`config.mk`:
```
export PLATFORM = sky130hd
export DESIGN_NAME = lsu_ctrl
export DESIGN_NICKNAME = d
export VERILOG_FILES = /design/src/rtl/lsu_ctrl.sv
export SDC_FILE = /design/constraint.sdc
export NUM_CORES = 1
export LEC_CHECK = 0
export BUFFER_PORTS_ARGS = -buffer_cell sky130_fd_sc_hd__buf_2
export CORE_MARGIN = 5
export CORE_UTILIZATION = 49
export DETAILED_ROUTE_END_ITERATION = 7
export PLACE_DENSITY_LB_ADDON = 0.08
export SETUP_SLACK_MARGIN = 0.15
export SYNTH_ARGS = -nofsm -noshare
export SYNTH_HDL_FRONTEND = slang
export SYNTH_SLANG_ARGS = --single-unit
```
`constraint.sdc`:
```
create_clock -name clk_i -period 5.77 [get_ports clk_i]
set_input_delay 0.577 -clock clk_i [delete_from_list [all_inputs] [get_ports clk_i]]
set_output_delay 0.577 -clock clk_i [all_outputs]
set_load 0.01 [all_outputs]
```
`src/rtl/lsu_ctrl.sv`:
```
// Load/store unit between the MEM stage and the data memory req/gnt/rvalid bus.
// Handles lane alignment, byte enables, load extension, misalignment errors and in-order responses.
module lsu_ctrl #(
  parameter int unsigned DATA_WIDTH      = 32,
  parameter int unsigned ADDR_WIDTH      = 32,
  parameter int unsigned MAX_OUTSTANDING = 2,
  parameter int unsigned TAG_WIDTH       = 5
) (
  input  logic                      clk_i,
  input  logic                      rst_ni,
  input  logic                      lsu_req_i,
  output logic                      lsu_ready_o,
  input  logic                      lsu_we_i,
  input  logic [1:0]                lsu_type_i,
  input  logic                      lsu_sign_ext_i,
  input  logic [ADDR_WIDTH-1:0]     lsu_addr_i,
  input  logic [DATA_WIDTH-1:0]     lsu_wdata_i,
  input  logic [TAG_WIDTH-1:0]      lsu_tag_i,
  output logic                      lsu_rvalid_o,
  output logic [DATA_WIDTH-1:0]     lsu_rdata_o,
  output logic [TAG_WIDTH-1:0]      lsu_rtag_o,
  output logic                      lsu_rwe_o,
  output logic                      lsu_err_o,
  output logic                      lsu_busy_o,
  output logic                      data_req_o,
  input  logic                      data_gnt_i,
  input  logic                      data_rvalid_i,
  output logic                      data_we_o,
  output logic [DATA_WIDTH/8-1:0]   data_be_o,
  output logic [ADDR_WIDTH-1:0]     data_addr_o,
  output logic [DATA_WIDTH-1:0]     data_wdata_o,
  input  logic [DATA_WIDTH-1:0]     data_rdata_i
);

  localparam int unsigned BE_W  = DATA_WIDTH / 8;
  localparam int unsigned OFFS  = $clog2(BE_W);
  localparam int unsigned CNT_W = $clog2(MAX_OUTSTANDING + 1);
  localparam int unsigned PTR_W = (MAX_OUTSTANDING > 1) ? $clog2(MAX_OUTSTANDING) : 1;

  typedef enum logic [1:0] {
    SZ_BYTE  = 2'b00,
    SZ_HALF  = 2'b01,
    SZ_WORD  = 2'b10,
    SZ_DWORD = 2'b11
  } size_e;

  typedef struct packed {
    logic                 we;
    logic [1:0]           size;
    logic                 sext;
    logic [OFFS-1:0]      offs;
    logic [TAG_WIDTH-1:0] tag;
  } entry_t;

  logic [CNT_W-1:0]      cnt_q;
  logic [PTR_W-1:0]      wptr_q;
  logic [PTR_W-1:0]      rptr_q;
  entry_t                fifo_q [MAX_OUTSTANDING];

  logic                  rvalid_q;
  logic [DATA_WIDTH-1:0] rdata_q;
  logic [TAG_WIDTH-1:0]  rtag_q;
  logic                  rwe_q;
  logic                  err_q;

  logic                  aligned;
  logic                  room;
  logic                  issue_ok;
  logic                  err_ok;
  logic                  push;
  logic                  pop;
  logic [OFFS-1:0]       offs;
  logic [BE_W-1:0]       mask;
  entry_t                head;
  entry_t                new_entry;
  logic [DATA_WIDTH-1:0] shifted;
  logic [DATA_WIDTH-1:0] size_mask;
  logic                  sign;
  logic [DATA_WIDTH-1:0] load_data;

  function automatic logic [PTR_W-1:0] ptr_inc(input logic [PTR_W-1:0] p);
    return (p == PTR_W'(MAX_OUTSTANDING - 1)) ? '0 : p + PTR_W'(1);
  endfunction

  // Alignment check and lane mask for the incoming request
  always_comb begin
    aligned = 1'b0;
    mask    = '0;
    unique case (size_e'(lsu_type_i))
      SZ_BYTE: begin
        aligned = 1'b1;
        mask    = BE_W'(1);
      end
      SZ_HALF: begin
        aligned = (lsu_addr_i[0] == 1'b0);
        mask    = BE_W'(3);
      end
      SZ_WORD: begin
        aligned = (lsu_addr_i[1:0] == 2'b00);
        mask    = BE_W'(4'hF);
      end
      default: begin
        aligned = (DATA_WIDTH == 64) && (lsu_addr_i[2:0] == 3'b000);
        mask    = '1;
      end
    endcase
  end

  assign offs     = lsu_addr_i[OFFS-1:0];
  assign room     = (cnt_q < CNT_W'(MAX_OUTSTANDING));
  assign issue_ok = rst_ni & lsu_req_i & aligned & room;
  // Errored requests wait for an empty pipe so their response stays in order
  assign err_ok   = rst_ni & lsu_req_i & ~aligned & (cnt_q == '0);
  assign push     = issue_ok & data_gnt_i;
  assign pop      = data_rvalid_i & (cnt_q != '0);

  assign data_req_o   = issue_ok;
  assign lsu_ready_o  = push | err_ok;
  assign data_we_o    = issue_ok & lsu_we_i;
  assign data_be_o    = issue_ok ? BE_W'(mask << offs) : '0;
  assign data_addr_o  = issue_ok ? {lsu_addr_i[ADDR_WIDTH-1:OFFS], {OFFS{1'b0}}} : '0;
  assign data_wdata_o = (issue_ok & lsu_we_i) ? (lsu_wdata_i << {offs, 3'b000}) : '0;

  assign new_entry.we   = lsu_we_i;
  assign new_entry.size = lsu_type_i;
  assign new_entry.sext = lsu_sign_ext_i;
  assign new_entry.offs = offs;
  assign new_entry.tag  = lsu_tag_i;

  assign head    = fifo_q[rptr_q];
  assign shifted = data_rdata_i >> {head.offs, 3'b000};

  // Size masking and sign/zero extension of the returned lane
  always_comb begin
    size_mask = '1;
    sign      = 1'b0;
    unique case (size_e'(head.size))
      SZ_BYTE: begin
        size_mask = DATA_WIDTH'(8'hFF);
        sign      = head.sext & shifted[7];
      end
      SZ_HALF: begin
        size_mask = DATA_WIDTH'(16'hFFFF);
        sign      = head.sext & shifted[15];
      end
      SZ_WORD: begin
        size_mask = DATA_WIDTH'(32'hFFFF_FFFF);
        sign      = head.sext & shifted[31];
      end
      default: begin
        size_mask = '1;
        sign      = 1'b0;
      end
    endcase
    load_data = sign ? (shifted | ~size_mask) : (shifted & size_mask);
  end

  // Transaction FIFO storage; contents are don't-care while empty
  always_ff @(posedge clk_i) begin
    if (push) begin
      fifo_q[wptr_q] <= new_entry;
    end
  end

  // Pointers, outstanding count and registered response
  always_ff @(posedge clk_i) begin
    if (!rst_ni) begin
      cnt_q    <= '0;
      wptr_q   <= '0;
      rptr_q   <= '0;
      rvalid_q <= 1'b0;
      rdata_q  <= '0;
      rtag_q   <= '0;
      rwe_q    <= 1'b0;
      err_q    <= 1'b0;
    end else begin
      if (push) begin
        wptr_q <= ptr_inc(wptr_q);
      end
      if (pop) begin
        rptr_q <= ptr_inc(rptr_q);
      end
      if (push && !pop) begin
        cnt_q <= cnt_q + CNT_W'(1);
      end else if (pop && !push) begin
        cnt_q <= cnt_q - CNT_W'(1);
      end

      rvalid_q <= pop | err_ok;
      err_q    <= err_ok & ~pop;
      if (pop) begin
        rdata_q <= head.we ? '0 : load_data;
        rtag_q  <= head.tag;
        rwe_q   <= head.we;
      end else if (err_ok) begin
        rdata_q <= '0;
        rtag_q  <= lsu_tag_i;
        rwe_q   <= lsu_we_i;
      end
    end
  end

  assign lsu_rvalid_o = rvalid_q;
  assign lsu_rdata_o  = rdata_q;
  assign lsu_rtag_o   = rtag_q;
  assign lsu_rwe_o    = rwe_q;
  assign lsu_err_o    = err_q;
  assign lsu_busy_o   = (cnt_q != '0);

endmodule

```
# --- Word level (Yosys, flattened, before mapping) ---
# Memory sizes are Yosys's and may differ from the RTL's. A register that Yosys moved wholly into a read port is not among the register bits.
# Index checks and enable logic that the tools add are counted.
# Widths: inputs -> output; s select.
classes:
  add_sub_neg: 4
  order_cmp: 1
  eq_ne: 4
  shifts: 3
  mux: 23
  bitwise_logic: 20
  reduce_logical: 11
op_table:
  columns: ["cell", "n"]
  rows:
  - ["$mux 32", 6]
  - ["$pmux 32 s2", 1]
  - ["$and 32x32->32", 1]
  - ["$not 32->32", 1]
  - ["$or 32x32->32", 1]
  - ["$shl 32x5->32", 1]
  - ["$shr 32x5->32", 1]
  - ["$and 1x1->1", 12]
  - ["$mux 5", 2]
  - ["$logic_not 2->1", 4]
  - ["$mux 1", 8]
  - ["$pmux 4 s2", 1]
  - ["$pmux 1 s3", 2]
  - ["$reduce_bool 2->1", 3]
  - ["$eq 2x1->1 const B", 2]
  - ["$eq 2x2->1 const B", 2]
  - ["$mux 2", 2]
  - ["$mux 4", 1]
  - ["$shl 4x2->4", 1]
  - ["$not 1->1", 3]
  - ["$add 1x1->1 const B", 2]
  - ["$add 2x1->2 const B", 1]
  - ["$logic_and 1x1->1", 2]
  - ["$logic_not 1->1", 2]
  - ["other kinds (3)", 4]
word_totals:
  reg_bits: 44
  ramBits: 22
  output_inout_bits: 112
  elab_cells: 75
  memories: 1
memory_table:
  columns: ["memory", "depth", "width", "read_ports", "rd_clocked_by_memory_dff", "wr", "line_no", "source"]
  rows:
  - ["fifo_q", 2, 11, 1, 1, 1, "58", "entry_t fifo_q [MAX_OUTSTANDING];"]

# --- Longest topological paths before layout ---
logic_depth:
  depth_word: 9
  ltp_mapped: 12

# --- Worst setup path after synthesis ---
# Ideal clock, no wire load.
synth_timing:
  path_type: "register -> register"
  startpoint: "register with a tool-made name"
  endpoint: "register rdata_q[23], in the netlist lsu_rdata_o[23]"
  setup_time_ns: 0.132
  t_arrival_ns: 2.587
  t_required_ns: 5.638
  setup_slack_ns: 3.051
  path_stages_with_launch: 13
  period_less_slack_ns: 2.719
  path_cell_list: "dfxtp_1 buf_4 buf_4 mux2_1 buf_2 clkbuf_1 inv_1 ha_1 inv_1 a311o_1 o211ai_4 buf_6 o221ai_2"
synth_rtl:
  columns: ["item", "line_no", "source"]
  rows:
  - ["to (signal assigned)", "192", "rdata_q <= head.we ? '0 : load_data;"]
  - ["to (decl)", "61", "logic [DATA_WIDTH-1:0] rdata_q;"]

# --- Final worst setup path ---
layout_timing:
  startpoint: "input rst_ni"
  endpoint: "output data_wdata_o[5]"
layout_via:
  elab_chain_cells: 5
layout_rtl:
  columns: ["item", "line_no", "source"]
  rows:
  - ["from (decl)", "10", "input logic rst_ni,"]
  - ["$and 1x1->1 (3 in a row)", "111", "assign issue_ok = rst_ni & lsu_req_i & aligned & room;"]
  - ["$and 1x1->1", "122", "assign data_wdata_o = (issue_ok & lsu_we_i) ? (lsu_wdata_i << {offs, 3'b000}) : '0;"]
  - ["$mux 32", "122", null]
  - ["to (decl)", "31", "output logic [DATA_WIDTH-1:0] data_wdata_o,"]
# No other way between the ends.

==> reports/qor.yml <==
cts:
  cts_setup_buffers: 0
  cts_sinks: 67
  path_clk_slew_ns: 0.06
  cts_resized: 0
  cts_tree: "yes"
  cts_root_buffer: "clkbuf_8"
  cts.path.max_buffers: 2
  clk_latency_ns: 0.34
  htreeDepth: 3
  cts_inserted_buffers: 9
  hold_buffers: 0
grt:
  grt_first_pass_wirelength_mm: 20.3
  antenna_found_initial: 0
  grt_max_degree: 42
  grtUsageTotal_pct: 24.7
  grt.overflow.total: 0
  grt_pass1_vias: 4065
die:
  ioPinCount: 222
  dieArea_um2: 10400
  rows: 33
  die_y_um: 102
  initial_utilization_pct: 50.2
  fp.dieW_um: 102
  design.core.area_um2: 8220
flow_run:
  cap_violations: 0
synth:
  synth_area_per_cell_um2: 9.39
  synth_area_leaders: "dfxtp_1 22%, edfxtp_1 16%, mux2i_1 12%, and3_1 7.1%, nand2_1 3.4%"
  synth_area_um2: 4120
  synth-seq-cells: 67
  synth-edff-count: 22
  synth_top_area_share_pct: 21.8
  postSynthCellCount: 439
  synth-main-ff-cell: "dfxtp_1"
  ys_types: 57
  synthArstFlopShare_pct: 0
  ys.warnings.count: 0
  ys_seq_area_share_pct: 37.9
  yosysTopAreaCell: "dfxtp_1"
  yosysMostFrequentCell: "mux2i_1"
  synthTopCellsByCount: "50 x mux2i_1, 47 x and3_1, 45 x dfxtp_1, 37 x nand2_1, 28 x nor2_1"
sta:
  maxSlewHeadroom_pct: 26.8
  post-route-period-util_pct: 65.1
  fin_skew_ns: 0.00866
  setup_viol: 0
  rsz0062_at_grt: "no"
  fin_setup_tns_ns: 0
  hold_viol: 0
  tightest_slew_ns: 1.08
  fin_crit_ns: 3.76
  max_freq_mhz: 266
  finalMaxSlewViolations: 0
layout:
  final_layout_size_suffix_gt1_share_pct: 39.7
  finish.utilization_pct: 65.7
  nets: 750
  nFillCells: 726
  stdcell_count: 745
  syn_to_final_growth_pct: 30.9
  n_antenna_cell: 0
placed_design:
  dp.cells: 729
  gp_congestion: 0.878
  io_buffer_count: 219
  dp_hpwl_mm: 10.1
route:
  drc: 0
  wl_per_cell_um: 17.7
  vias_per_cell: 5.57
  drt_wl_total_mm: 13.2
  vias: 4149
  first_iter_violations: 112
  firstDrtPassIters: 5
  ant_nets: 0
worst_setup_path:
  end_kind: "output port"
  cp_common_cell: "buf_2"
  cp_num_buf_inv: 4
  startpoint_type: "input port"
  critPathMaxFanout: 33
  crit_family: "buffers and inverters"
  cpMaxStageDelayCell: "inv_1"
  crit_chain: "buf_2 -> nand3b_1 -> inv_1 -> and2_1 -> nand2_1 -> inv_2 -> and3_1 -> buf_2"
  crit_arrival_ns: 3.18
  path_class: "input port to output port"
  slowest_delay_ns: 0.56
  required_ns: 5.19
min_path:
  hp-class: "input port to flip-flop"
power:
  power_mw: 1.51
  ir_drop_mv: 0.241
  p_leak_nw: 2.76
  pwr_density_cell_nw_per_um2: 279
run_status:
  outcome: "finished, final reports clean"
-- cells in the final DEF, fill, tap and decap left out, types with 9 or more instances in the layout --
cell type	count
nand2_1	37
edfxtp_1	22
a211oi_1	16
dfxtp_1	45
o21ai_1	14
nor2b_1	19
nor3_1	11
and3_1	47
mux2i_1	50
clkbuf_8	9
buf_2	219
a22oi_1	17
a21oi_1	9
nor2_1	28
-- power breakdown --
group | internal, mW | switching (mW) | leakage (nW)
Combinational | 0.217 | 0.302 | 2.10
Sequential | 0.534 | 0.0449 | 0.563
Clock | 0.240 | 0.168 | 0.101
-- sequential cells by signal, indices dropped and copies added, names as in the netlist, named ones only --
name          count
wptr_q            1
lsu_rvalid_o      1
lsu_err_o         1
lsu_rtag_o        5
lsu_rwe_o         1
lsu_rdata_o      32
cnt_q             2
fifo_q           22
rptr_q            1
-- routing by layer --
metal | track usage [%] | wire length (um) | up-vias
li1 | - | - | 2020
met1 | 31.0 | 5450 | 1925
met2 | 41.0 | 6320 | 181
met3 | 6.61 | 1110 | 23
met4 | 8.28 | 268 | 0
met5 | 0 | 0 | -
-- cells by family (layout without fill, tap and decap cells) --
logic type | after synthesis | after routing | synth area share [%]
fa+ha+maj | 5 | 5 | 1.52
other cells | 1 | 2 | 0.0909
mux | 56 | 56 | 14.0
buf+inv | 48 | 248 | 5.55
simple gates | 160 | 160 | 20.8
flops | 67 | 67 | 37.9
compound gates | 97 | 97 | 19.1
xor+xnor | 5 | 5 | 1.06
-- final cells by class --
cell class / instances / area [um^2] / share of cell area [%]
flip-flops and latches: 67 / 1560 / 28.9
well taps: 105 / 131 / 2.43
clock inverters: 6 / 80.1 / 1.48
clock buffers: 10 / 128 / 2.36
repair buffers: 222 / 1120 / 20.7
inverters: 10 / 40.0 / 0.742
multi-input cells: 325 / 2340 / 43.3
-- path summary, 6_finish.rpt --
kind,from,to,slack [ns],cells past startpoint
hold reg to reg,lsu_rdata_o[17],lsu_rdata_o[17],0.46,2
setup reg to reg,flip-flop,lsu_rdata_o[16],2.07,7
setup / recovery,rst_ni,data_wdata_o[5],2.01,8
hold / removal,lsu_sign_ext_i,fifo_q[1][7],0.44,1
-- through the flow --
| step | cell area [um^2] | hold WS [ns] | setup WS [ns] |
|---|---|---|---|
| after detailed placement | 5190 | 0.442 | 2.09 |
| after CTS | 5400 | 0.425 | 2.06 |
| after floorplan | 4130 | 0.480 | 3.05 |
| after global routing | 5400 | 0.424 | 1.70 |
| after global placement | 5190 | 0.443 | 2.20 |
| final | 5400 | 0.444 | 2.01 |
No activity file was read; power rests on OpenSTA's default activity.
